===== src/rtl/spm_bank_request_sequencer.sv =====
// rtl/spm_bank_request_sequencer.sv - per-bank lane request serializer for one SPM bank
// Optional SM_BSU_COALESCE_EN: lanes sharing an offset are served by one bank access.
module spm_bank_request_sequencer #(
  parameter int unsigned BANK_ADDRESS = 0,
  parameter int unsigned LANES        = 16,
  parameter int unsigned BANK_IDX_W   = 4,
  parameter int unsigned OFFSET_W     = 10,
  parameter int unsigned DATA_W       = 32,
  localparam int unsigned BE_W        = DATA_W / 8
) (
  input  logic                         clk,
  input  logic                         reset,
  input  logic                         req_valid,
  output logic                         req_ready,
  input  logic                         req_is_store,
  input  logic [LANES-1:0]             req_mask,
  input  logic [LANES*BANK_IDX_W-1:0]  req_bank_indexes,
  input  logic [LANES*OFFSET_W-1:0]    req_offsets,
  input  logic [LANES*DATA_W-1:0]      req_data,
  input  logic [LANES*BE_W-1:0]        req_byte_mask,
  output logic                         bank_enable,
  output logic                         bank_write,
  output logic [OFFSET_W-1:0]          bank_offset,
  output logic [DATA_W-1:0]            bank_data,
  output logic [BE_W-1:0]              bank_byte_mask,
  input  logic [DATA_W-1:0]            bank_read_data,
  output logic                         resp_valid,
  input  logic                         resp_ready,
  output logic [LANES-1:0]             resp_lane_mask,
  output logic [LANES*DATA_W-1:0]      resp_data
);

  localparam int unsigned LANE_W = (LANES > 1) ? $clog2(LANES) : 1;
  localparam logic [BANK_IDX_W-1:0] BANK_SEL = BANK_IDX_W'(BANK_ADDRESS);

  typedef enum logic [1:0] {IDLE, SERVE, DRAIN, RESP} state_t;

  state_t                          state, state_next;
  logic [LANES-1:0]                pending, req_pending, group;
  logic                            is_store_r;
  logic [LANES-1:0][OFFSET_W-1:0]  offsets_r;
  logic [LANES-1:0][DATA_W-1:0]    data_r;
  logic [LANES-1:0][BE_W-1:0]      be_r;
  logic [LANES-1:0]                lane_mask_r;
  logic [LANES-1:0][DATA_W-1:0]    resp_data_r;
  logic                            rd_valid;
  logic [LANES-1:0]                rd_group;
  logic [LANE_W-1:0]               sel_idx;
  logic                            sel_found;
  logic [DATA_W-1:0]               issue_data;
  logic [BE_W-1:0]                 issue_mask;
  logic                            serving, accept;

  always_comb begin
    req_pending = '0;
    for (int i = 0; i < LANES; i++)
      req_pending[i] = req_mask[i] && (req_bank_indexes[i*BANK_IDX_W +: BANK_IDX_W] == BANK_SEL);
  end

  // Lowest pending lane leads each access, giving ascending lane order.
  always_comb begin
    sel_idx   = '0;
    sel_found = 1'b0;
    for (int i = 0; i < LANES; i++) begin
      if (!sel_found && pending[i]) begin
        sel_idx   = LANE_W'(i);
        sel_found = 1'b1;
      end
    end
  end

  always_comb begin
    group      = '0;
    issue_data = '0;
    issue_mask = '0;
`ifdef SM_BSU_COALESCE_EN
    // Ascending scan lets the highest enabling lane win each byte.
    for (int i = 0; i < LANES; i++) begin
      if (pending[i] && (offsets_r[i] == offsets_r[sel_idx])) begin
        group[i]   = 1'b1;
        issue_mask = issue_mask | be_r[i];
        for (int b = 0; b < BE_W; b++)
          if (be_r[i][b]) issue_data[b*8 +: 8] = data_r[i][b*8 +: 8];
      end
    end
`else
    group[sel_idx] = sel_found;
    issue_data     = data_r[sel_idx];
    issue_mask     = be_r[sel_idx];
`endif
  end

  assign serving        = (state == SERVE) && sel_found;
  assign accept         = (state == IDLE) && req_valid;
  assign req_ready      = (state == IDLE);
  assign resp_valid     = (state == RESP);
  assign bank_enable    = serving;
  assign bank_write     = serving && is_store_r;
  assign bank_offset    = serving ? offsets_r[sel_idx] : '0;
  assign bank_data      = serving ? issue_data : '0;
  assign bank_byte_mask = serving ? issue_mask : '0;
  assign resp_lane_mask = lane_mask_r;
  assign resp_data      = resp_data_r;

  always_comb begin
    state_next = state;
    case (state)
      IDLE:    if (req_valid) state_next = (|req_pending) ? SERVE : RESP;
      SERVE:   if ((pending & ~group) == '0) state_next = DRAIN;
      DRAIN:   state_next = RESP;
      RESP:    if (resp_ready) state_next = IDLE;
      default: state_next = IDLE;
    endcase
  end

  always_ff @(posedge clk or posedge reset) begin
    if (reset) begin
      state       <= IDLE;
      pending     <= '0;
      is_store_r  <= 1'b0;
      offsets_r   <= '0;
      data_r      <= '0;
      be_r        <= '0;
      lane_mask_r <= '0;
      resp_data_r <= '0;
      rd_valid    <= 1'b0;
      rd_group    <= '0;
    end else begin
      state <= state_next;
      if (accept) begin
        pending     <= req_pending;
        lane_mask_r <= req_pending;
        resp_data_r <= '0;
        is_store_r  <= req_is_store;
        offsets_r   <= req_offsets;
        data_r      <= req_data;
        be_r        <= req_byte_mask;
      end else if (serving) begin
        pending <= pending & ~group;
      end
      // Bank returns read data the cycle after the access; capture it then.
      rd_valid <= serving && !is_store_r;
      rd_group <= group;
      if (rd_valid) begin
        for (int i = 0; i < LANES; i++)
          if (rd_group[i]) resp_data_r[i] <= bank_read_data;
      end
    end
  end

endmodule


===== config.mk =====
export PLATFORM = sky130hd
export DESIGN_NAME = spm_bank_request_sequencer
export DESIGN_NICKNAME = d
export VERILOG_FILES = /design/src/rtl/spm_bank_request_sequencer.sv
export SDC_FILE = /design/constraint.sdc
export NUM_CORES = 2
export LEC_CHECK = 0
export CORE_AREA = 2 2 559 561
export CTS_CLUSTER_DIAMETER = 40
export DETAILED_ROUTE_END_ITERATION = 7
export DIE_AREA = 0 0 561 563
export PLACE_DENSITY = 0.34
export REMOVE_ABC_BUFFERS = 1
export SYNTH_ARGS = -nofsm -noshare
export SYNTH_HDL_FRONTEND = slang
export SYNTH_SLANG_ARGS = --single-unit

===== constraint.sdc =====
create_clock -name clk -period 86.2 [get_ports clk]
set_clock_uncertainty 0.05 [all_clocks]
set_input_delay 17.24 -clock clk [delete_from_list [all_inputs] [get_ports clk]]
set_output_delay 17.24 -clock clk [all_outputs]
set_load 0.03 [all_outputs]

==> metrics.txt <==
most common cell after layout, fill and taps aside=nand2_1; initial antenna violation count=146; dominant combinational cell family by area after synthesis=simple AND/OR/NAND/NOR gates; synth unique cells=63; clock slew at reported path FFs=50 ps; fin area=0.08314 mm2; H-tree depth=5; core area=0.3104 mm2; cell types occupying the most area after synthesis=dfrtp_1 (61%), nand2_1 (17%), a22o_1 (8.9%); Max VDD drop=0.03463 mV; GRT Total Usage=18.94%; I/O pin total=1431; R2R Path Start=state[0]; FF/Latch Area=0.03253 mm2; XOR/XNOR share of the synthesized area=0%; hold path cells=1; GP Congestion=0.8182; FILL cells=32950; PortBufs=1430; Setup crit start kind=flop; clk sinks=1300; mux contribution to synthesized area=0.05659%; most frequent cells in the layout=nand2_1 (2438), clkdlybuf4s50_1 (1422), dfrtp_1 (1300); die height=563 um; sequential power share=30.3%; Hold WS=399.0 ps; via-per-instance ratio=4.263; top-area cell type share of the netlist area=61.31%; Mean Syn Cell Area=9.626 um2; TritonCTS Buffers=317; Net Sw Frac=36.56%; adder-cell share of the synthesized area=0.1509%; via count=48429; Initial DRC Count=3306; fmax=42.57 MHz; Post-Syn Instances=5512; Final setup viols=0; RSZ-0062 raised after global routing=false; EDFF count, synth=0; Setup Crit Path Kind=reg2out; Die Wd=561 um; first-pass GRT wire length=421900 um; logic gate share of total power=28.0%; Worst Path Required=68910 ps; number of synthesized register bits=1300; max-slew violation count=0; fin crit share=27.25%; max-cap violations=0; die area=0.3158 mm2; Final #Nets=7778; vias in the first global route=50283; status=finished clean; clk_lat worst skew=860 ps; ys async rst share=100.0%; Core Rows=205; Final Hold Fails=0; post-synthesis sequential area ratio=61.31%; antenna viol nets, final=0; Pint=1.896 mW; Layout area overhead=56.68%; Worst Max-Slew Pin Slew=1194 ps; Worst path max stage delay=790 ps; Synth Area in Simple Gates=21.09%; worst hold path type=reg2reg; area of the mapped netlist=0.05306 mm2; Hold Startpoint=is_store_r; reg2reg setup slack=81970 ps; Synth area leader=dfrtp_1; largest net degree at the start of global routing=197; TNS Setup=0 ps; YS warnings=0; hold_buf cts=0; worst r2r path cells=8; Clock Path Buffers=4; worst-path cell chain=or4_1, nor4_4, a21oi_4, buf_4, nand2_4, buf_4, o22ai_1, a22o_1, nor4_1, clkdlybuf4s50_1; crit path max-delay cell type=clkdlybuf4s50_1; CP max FO=54; Pre-antenna DRT Iters=5; Post-CTS Resized=0; grt total ovfl=0; critical path arrival=6200 ps; routed len/inst=27.22 um; compound-cell area share of the yosys netlist=13.87%; placed cell area=0.07187 mm2; CTS tree=yes; final WL=309200 um; layout cells sized above 1=10.23%; Pwr Density=35.94 mW/mm2; Worst slew margin=20.40%; Worst R2R End=offsets_r[75]; Net Switching=1.092 mW; dpl hpwl=219200 um; postcts setup bufs=0; area of the multi-input gates=0.01890 mm2; Clock Power Share=41.7%; critical path endpoint category=output port; fin crit period=23490 ps; DRC viols=0; Worst Hold Path EP=rd_valid; Clock Tree Root=clkbuf_16; Leak=38.36 nW; most frequent CP cell=buf_4; initial core utilization=17.10%; Total Power=2.988 mW; Synth Flop Type=dfrtp_1
## worst max-delay path by stage
stage,slack [ps],cells past startpoint,endpoint,startpoint
detailed placement,63330,10,bank_byte_mask[1],pending[0]
floorplan,32270,1,be_r[0],reset
CTS,62340,10,bank_byte_mask[1],pending[0]
finish,62710,10,bank_data[8],pending[0]
global route,62370,10,bank_offset[1],pending[0]
global placement,63420,10,bank_byte_mask[1],pending[0]
## worst max-delay path, delay by kind of cell (launching register included)
| kind | cells | cell delay [ps] |
|---|---|---|
| compound gates | 3 | 440 |
| buf+inv | 3 | 1760 |
| flops | 1 | 490 |
| simple gates | 4 | 2500 |
## power by group through the flow
stage,Combinational [mW],Sequential (mW),Clock (mW)
2_1_floorplan,0.574,0.898,0
3_3_place_gp,0.850,0.916,0
3_5_place_dp,0.856,0.914,0
4_1_cts,0.859,0.907,1.27
5_1_grt,0.921,0.925,1.31
6_report,0.835,0.906,1.25
## sequential cells by signal, indices dropped and copies added (netlist names)
register        count
offsets_r         160
rd_valid            1
resp_data         512
be_r               64
rd_group           16
state               2
resp_lane_mask     16
is_store_r          1
pending            16
data_r            512
## cell families (layout without fill, tap and decap cells)
logic type,count (synthesis),in the layout
AOI/OAI and AO/OA,917,917
adders and majority gates,7,7
buffers and inverters,471,2134
DFF,1300,1300
muxes,3,3
other,0,44
and+or+nand+nor,2814,2814
## synth_stat cells (5+ instances only)
master	count
a32oi_1	5
o21ai_0	59
a21o_1	6
a31o_2	6
buf_1	36
nand3_1	73
nor3_1	50
o221a_2	10
a2bb2oi_1	8
and4_1	6
o211ai_1	19
nand4_1	11
a22o_1	541
o22ai_1	145
nand2b_1	5
a31oi_1	7
o21ai_1	16
o2111ai_1	6
clkbuf_1	377
nor2_1	107
nand2_1	2441
buf_4	12
and3_1	20
inv_1	16
and2_1	18
buf_2	27
a221oi_1	8
o22a_1	23
nor4_1	52
o221ai_1	34
dfrtp_1	1300
## layout make-up
cell class	count	area share (%)
Tap cell	4140	6.231
Sequential cell	1300	39.13
Clock buffer	407	10.56
Multi-Input combinational cell	3741	22.74
Antenna cell	44	0.1324
Clock inverter	166	2.861
Timing Repair Buffer	1545	18.27
Inverter	16	0.08127
## per-stage QoR
| step | worst slack, ps | utilization [%] | cells |
|---|---|---|---|
| 5_1_grt | 62370 | 26.76 | 11327 |
| 4_1_cts | 62340 | 26.75 | 11315 |
| 2_1_floorplan | 32270 | - | 5057 |
| 3_5_place_dp | 63330 | 23.16 | 10742 |
| 3_3_place_gp | 63420 | 23.16 | 10742 |
| 6_report | 62710 | 26.79 | 11359 |
## per-layer routing
metal / wire length [um] / GRT usage (%)
met5: 820 / 0
met4: 9469 / 5.850
met3: 23990 / 6.046
met2: 150400 / 32.33
met1: 124500 / 22.52
(Power assumes the default switching activity.)
